`config.mk`:
```
export PLATFORM = sky130hd
export DESIGN_NAME = mat_mul_scheduler
export DESIGN_NICKNAME = d
export VERILOG_FILES = /design/src/rtl/mat_mul_scheduler.sv
export SDC_FILE = /design/constraint.sdc
export NUM_CORES = 1
export LEC_CHECK = 0
export CAP_MARGIN = 20
export CORE_MARGIN = 3
export CORE_UTILIZATION = 50
export CTS_BUF_LIST = sky130_fd_sc_hd__clkbuf_4
export DETAILED_ROUTE_END_ITERATION = 6
export PLACE_DENSITY_LB_ADDON = 0.25
export SYNTH_ARGS = -nofsm -noshare
export SYNTH_HDL_FRONTEND = slang
export SYNTH_SLANG_ARGS = --single-unit
```
`constraint.sdc`:
```
create_clock -name clk -period 9.36 [get_ports clk]
set_input_delay 1.872 -clock clk [delete_from_list [all_inputs] [get_ports clk]]
set_output_delay 1.872 -clock clk [all_outputs]
set_load 0.02 [all_outputs]
```
`src/rtl/mat_mul_scheduler.sv`:
```
`default_nettype none
// ============================================================================
// Module      : mat_mul_scheduler
// Description : Operand sequencer and accumulator for a 4x4 complex matrix
//               multiply sharing one fixed-latency complex multiplier.
// Revision    : 1.0 - initial release
// ============================================================================
module mat_mul_scheduler #(
  parameter int INTEGER_SIZE = 7,
  parameter int FRACT_SIZE   = 11,
  parameter int DATA_WIDTH   = INTEGER_SIZE + FRACT_SIZE,
  parameter int MUL_LAT      = 3
) (
  input  logic                           clk,
  input  logic                           rst,
  input  logic                           Start_Mul,
  output logic [1:0]                     a_row,
  output logic [1:0]                     b_col,
  output logic [1:0]                     k_idx,
  output logic                           op_valid,
  input  logic signed [2*DATA_WIDTH-1:0] prod_r,
  input  logic signed [2*DATA_WIDTH-1:0] prod_i,
  input  logic                           prod_valid,
  output logic [DATA_WIDTH-1:0]          Serial_Matrix_Out_r,
  output logic [DATA_WIDTH-1:0]          Serial_Matrix_Out_i,
  output logic                           valid,
  output logic                           done,
  output logic                           busy
);

  localparam int c_PROD_W = 2 * DATA_WIDTH;
  localparam int c_ACC_W  = 2 * DATA_WIDTH + 2;

  localparam logic [1:0] c_IDLE  = 2'd0;
  localparam logic [1:0] c_ISSUE = 2'd1;
  localparam logic [1:0] c_DRAIN = 2'd2;

  localparam logic signed [c_ACC_W:0] c_RND =
    {{(c_ACC_W + 1 - FRACT_SIZE){1'b0}}, 1'b1, {(FRACT_SIZE - 1){1'b0}}};
  localparam logic signed [c_ACC_W:0] c_SAT_MAX =
    {{(c_ACC_W + 2 - DATA_WIDTH){1'b0}}, {(DATA_WIDTH - 1){1'b1}}};
  localparam logic signed [c_ACC_W:0] c_SAT_MIN =
    {{(c_ACC_W + 2 - DATA_WIDTH){1'b1}}, {(DATA_WIDTH - 1){1'b0}}};

  logic [1:0]                  r_state;
  logic [5:0]                  r_issue_cnt;
  logic [6:0]                  r_prod_cnt;
  logic [7:0]                  r_drain_cnt;
  logic signed [c_ACC_W-1:0]   r_acc_r;
  logic signed [c_ACC_W-1:0]   r_acc_i;
  logic [DATA_WIDTH-1:0]       r_out_r;
  logic [DATA_WIDTH-1:0]       r_out_i;
  logic                        r_valid;
  logic                        r_done;

  logic signed [c_ACC_W-1:0]   w_prod_r_ext;
  logic signed [c_ACC_W-1:0]   w_prod_i_ext;
  logic signed [c_ACC_W-1:0]   w_sum_r;
  logic signed [c_ACC_W-1:0]   w_sum_i;
  logic                        w_first;
  logic                        w_accept;

  // Round half up at the result LSB, then clamp to the result range.
  function automatic logic [DATA_WIDTH-1:0] round_sat(input logic signed [c_ACC_W-1:0] v);
    logic signed [c_ACC_W:0] t;
    t = $signed({v[c_ACC_W-1], v}) + c_RND;
    t = t >>> FRACT_SIZE;
    if (t > c_SAT_MAX)
      round_sat = c_SAT_MAX[DATA_WIDTH-1:0];
    else if (t < c_SAT_MIN)
      round_sat = c_SAT_MIN[DATA_WIDTH-1:0];
    else
      round_sat = t[DATA_WIDTH-1:0];
  endfunction

  assign w_prod_r_ext = {{2{prod_r[c_PROD_W-1]}}, prod_r};
  assign w_prod_i_ext = {{2{prod_i[c_PROD_W-1]}}, prod_i};
  assign w_first      = (r_prod_cnt[1:0] == 2'd0);
  assign w_sum_r      = w_first ? w_prod_r_ext : r_acc_r + w_prod_r_ext;
  assign w_sum_i      = w_first ? w_prod_i_ext : r_acc_i + w_prod_i_ext;
  // Products past the 64th of a run, or arriving while idle, are dropped.
  assign w_accept     = prod_valid && (r_state != c_IDLE) && !r_prod_cnt[6];

  assign op_valid               = (r_state == c_ISSUE);
  assign {a_row, b_col, k_idx}  = op_valid ? r_issue_cnt : 6'd0;
  assign busy                   = (r_state != c_IDLE);
  assign Serial_Matrix_Out_r    = r_out_r;
  assign Serial_Matrix_Out_i    = r_out_i;
  assign valid                  = r_valid;
  assign done                   = r_done;

  always_ff @(posedge clk) begin
    if (rst) begin
      r_state     <= c_IDLE;
      r_issue_cnt <= 6'd0;
      r_prod_cnt  <= 7'd0;
      r_drain_cnt <= 8'd0;
      r_acc_r     <= '0;
      r_acc_i     <= '0;
      r_out_r     <= '0;
      r_out_i     <= '0;
      r_valid     <= 1'b0;
      r_done      <= 1'b0;
    end else begin
      r_valid <= 1'b0;
      r_done  <= 1'b0;

      case (r_state)
        c_IDLE: begin
          if (Start_Mul) begin
            r_state     <= c_ISSUE;
            r_issue_cnt <= 6'd0;
            r_prod_cnt  <= 7'd0;
            r_drain_cnt <= 8'd0;
          end
        end
        c_ISSUE: begin
          r_issue_cnt <= r_issue_cnt + 6'd1;
          if (r_issue_cnt == 6'd63)
            r_state <= c_DRAIN;
        end
        c_DRAIN: begin
          // Leaving on a fixed count keeps the FSM from hanging on a lost product.
          r_drain_cnt <= r_drain_cnt + 8'd1;
          if (r_drain_cnt == 8'(MUL_LAT))
            r_state <= c_IDLE;
        end
        default: r_state <= c_IDLE;
      endcase

      if (w_accept) begin
        r_prod_cnt <= r_prod_cnt + 7'd1;
        r_acc_r    <= w_sum_r;
        r_acc_i    <= w_sum_i;
        if (r_prod_cnt[1:0] == 2'd3) begin
          r_out_r <= round_sat(w_sum_r);
          r_out_i <= round_sat(w_sum_i);
          r_valid <= 1'b1;
          if (r_prod_cnt[5:0] == 6'd63)
            r_done <= 1'b1;
        end
      end
    end
  end

endmodule
`default_nettype wire
```
==> flow_metrics.env <==
export IMPL_run_status="completed"
export IMPL_synth_top_area_frac=0.2153
export IMPL_initial_standard_cell_utilization_of_the_core=0.5162
export IMPL_place_gp_congestion=0.9798
export IMPL_cts_setup_buffers=0
export IMPL_grt_start_max_net_pins=83
export IMPL_timing_hold_worst_path_depth=2
export IMPL_wl_per_cell_um=18.43
export IMPL_clock_sinks=137
export IMPL_drt_iter0_markers=1098
export IMPL_power_per_cell_area_mw_per_mm2=115.3
export IMPL_post_synth_fa_ha_maj_area_fraction=0.08173
export IMPL_placeableCoreArea_sq_mm=0.02468
export IMPL_synth_commonest_cells="nor2_1 (231), nand2_1 (160), dfxtp_1 (137)"
export IMPL_final_antenna_net_count=0
export IMPL_drt_total_wl_mm=38.54
export IMPL_worstHoldPathType="register to register"
export IMPL_path_max_fanout=17
export IMPL_htreeDepth=4
export IMPL_ctsLongestPathBuffers=2
export IMPL_floorplan_rows=57
export IMPL_min_delay_worst_endpoint="r_acc_i[17]"
export IMPL_yosys_register_bits=137
export IMPL_synth_compound_area_frac=0.3115
export IMPL_io_buffers=121
export IMPL_die_area_sq_mm=0.02743
export IMPL_end_kind="register"
export IMPL_antenna_found_initial=1
export IMPL_max_vdd_ir_drop_uv=80.73
export IMPL_yosys_warnings=0
export IMPL_track_usage=0.2698
export IMPL_cts_resized=0
export IMPL_min_from="r_acc_i[17]"
export IMPL_synth_ff_type="dfxtp_1"
export IMPL_io_pin_count=122
export IMPL_synthesis_instances=1702
export IMPL_first_global_vias=12147
export IMPL_setup_viol=0
export IMPL_tritoncts="yes"
export IMPL_worstReg2RegStart="r_prod_cnt[0]"
export IMPL_clock_insertion_delay_worst_skew_ps=600
export IMPL_report_final_slew_viol_count=0
export IMPL_synthMostInstantiatedCell="nor2_1"
export IMPL_syn_to_final_growth_pct=12.17
export IMPL_fillers=2393
export IMPL_viasPerCell=6.371
export IMPL_avgSynthCellArea_sq_um=7.484
export IMPL_final_period_utilization=0.7154
export IMPL_finish_cell_count_without_fillers=2091
export IMPL_rr_worst_depth=16
export IMPL_maxClockFrequency_mhz=149.3
export IMPL_timing_setup_tns_ps=0
export IMPL_syn_num_nets=1860
export IMPL_worst_r2r_endpoint="Serial_Matrix_Out_r[5]"
export IMPL_synth_area_leaders="dfxtp_1 (22%), ha_1 (7.9%), nor2_1 (6.8%)"
export IMPL_drc=0
export IMPL_dp_cells=2058
export IMPL_netlist_cell_type_count=110
export IMPL_layout_drive_gt1_share=0.06455
export IMPL_max_slew_margin=0.3274
export IMPL_synth_async_sr_flop_share=0
export IMPL_finalNetCount=1911
export IMPL_max_cap_viol_count=0
export IMPL_p_leak_uw=0.005408
export IMPL_place_detailed_hpwl_mm=28.49
export IMPL_synth_mux_area_fraction=0.01906
export IMPL_critPathKind="input pin to register"
export IMPL_path_clk_slew_ps=160
export IMPL_sequential_element_share_of_the_synthesized_area=0.2153
export IMPL_post_synthesis_simple_gate_area_fraction=0.2822
export IMPL_cts_buffers=17
export IMPL_rsz_0062_raised_after_global_routing="false"
export IMPL_floorplan_die_height_um=165.6
export IMPL_r2r_setup_slk_ps=3580
export IMPL_first_pass_grt_wire_length_mm=62.89
export IMPL_hold_viol=0
export IMPL_ctsRootBufferMaster="clkbuf_4"
export IMPL_timing_final_crit_period_ps=6696
export IMPL_die_x_um=165.6
export IMPL_synth_edf_count=0
export IMPL_largest_family_of_logic_cells_by_synthesized_area="compound AO/OA/AOI/OAI gates"
export IMPL_synthDominantAreaCellType="dfxtp_1"
export IMPL_synth_cell_area_sq_mm=0.01274
export IMPL_firstDrtPassIters=5
export IMPL_fin_worst_skew_ps=36.56
export IMPL_critPathArrivalTime_ps=7200
export IMPL_worst_setup_path_start_kind="input pin"
export IMPL_synthXorXnorAreaFrac=0.04676
export IMPL_worst_ep_required_time_ps=9860
export IMPL_worst_slew_pin_slew_ps=1001
export IMPL_cts_hold_buffers=0
export IMPL_route_vias_total=13321
export IMPL_finalHoldWorstSlack_ps=477.5
export IMPL_global_route_overflow_total=0
registers in the layout (all words and copies together), names as in the netlist:
| register | flops |
|---|---|
| r_acc_i | 38 |
| r_acc_r | 38 |
| Serial_Matrix_Out_i | 18 |
| Serial_Matrix_Out_r | 18 |
| r_drain_cnt | 8 |
| r_prod_cnt | 7 |
| r_issue_cnt | 6 |
| r_state | 2 |
| done | 1 |
| valid | 1 |
per-stage QoR:
stage                     cell area (sq um)    util  total power [uW]  setup slack [ps]
final                                 14290  0.5790              1647              2664
after global routing                  14290  0.5790              1738              2282
after CTS                             14290  0.5789              1641              2702
after detailed placement              13990  0.5669              1203              2045
after global placement                13990  0.5669              1196              2244
after floorplan                       12740       -              1049              3439
where the power goes:
group / internal [uW] / total, uW / switching, uW
sequential: 606 / 621 / 14.7
combinational: 218 / 586 / 367
clock: 148 / 440 / 292
total: 972 / 1650 / 674
kinds of logic after synthesis:
group,Yosys count
simple gates,718
compound gates,548
flops,137
buf+inv,126
fa+ha+maj,82
xor+xnor,68
mux,23
placed cells by master, fill, tap and decap left out, drive strengths merged, types with 45 or more instances in the layout:
| cell type | Yosys | final |
|---|---|---|
| ha | 80 | 80 |
| nor3 | 55 | 55 |
| nand2 | 163 | 163 |
| nor2 | 231 | 231 |
| clkdlybuf4s50 | 0 | 120 |
| a21oi | 124 | 124 |
| dfxtp | 137 | 137 |
| xnor2 | 45 | 45 |
| a211oi | 64 | 64 |
| nand3 | 66 | 66 |
| o21ai | 82 | 82 |
layer usage:
layer,global-route usage,part of all wire,vias up
met5,0,0,-
met4,0.07089,0.019,0
met3,0.05434,0.078,50
met2,0.4102,0.43,495
met1,0.3908,0.47,6242
li1,-,-,6534
cell type report:
type,count,area (sq um),area share
inverter,28,105.1,0.007356
multi-input combinational,1439,9459,0.6621
clock buffer,17,127.6,0.008932
clock inverter,15,168.9,0.01182
timing repair buffer,130,1276,0.08932
tap,324,405.4,0.02837
antenna,1,2.502,0.0001751
sequential,137,2743,0.1920
worst max-delay path, stage by stage:
cell and delay (ps):
clkdlybuf4s50_1 480, ha_1 170, inv_1 60, fa_1 400, nor2b_1 270, o21ba_2 180, o21a_1 300, a211oi_2 120
a211oi_2 320, or4b_1 610, or3_4 490, nor4_4 350, nand2_1 110, mux2i_1 160, nor4_4 880, nor2_1 120
a211o_1 260
how the worst max path moves through the flow:
stage / from / end / depth (start not counted)
after floorplan: prod_r[0] / Serial_Matrix_Out_r[10] / 18
after global placement: prod_r[0] / Serial_Matrix_Out_r[5] / 17
after detailed placement: prod_r[0] / Serial_Matrix_Out_r[16] / 17
after CTS: prod_r[0] / Serial_Matrix_Out_r[16] / 17
after global routing: prod_r[0] / Serial_Matrix_Out_r[16] / 17
final: prod_r[0] / Serial_Matrix_Out_r[5] / 17
No activity file was read; power rests on OpenSTA's default activity.
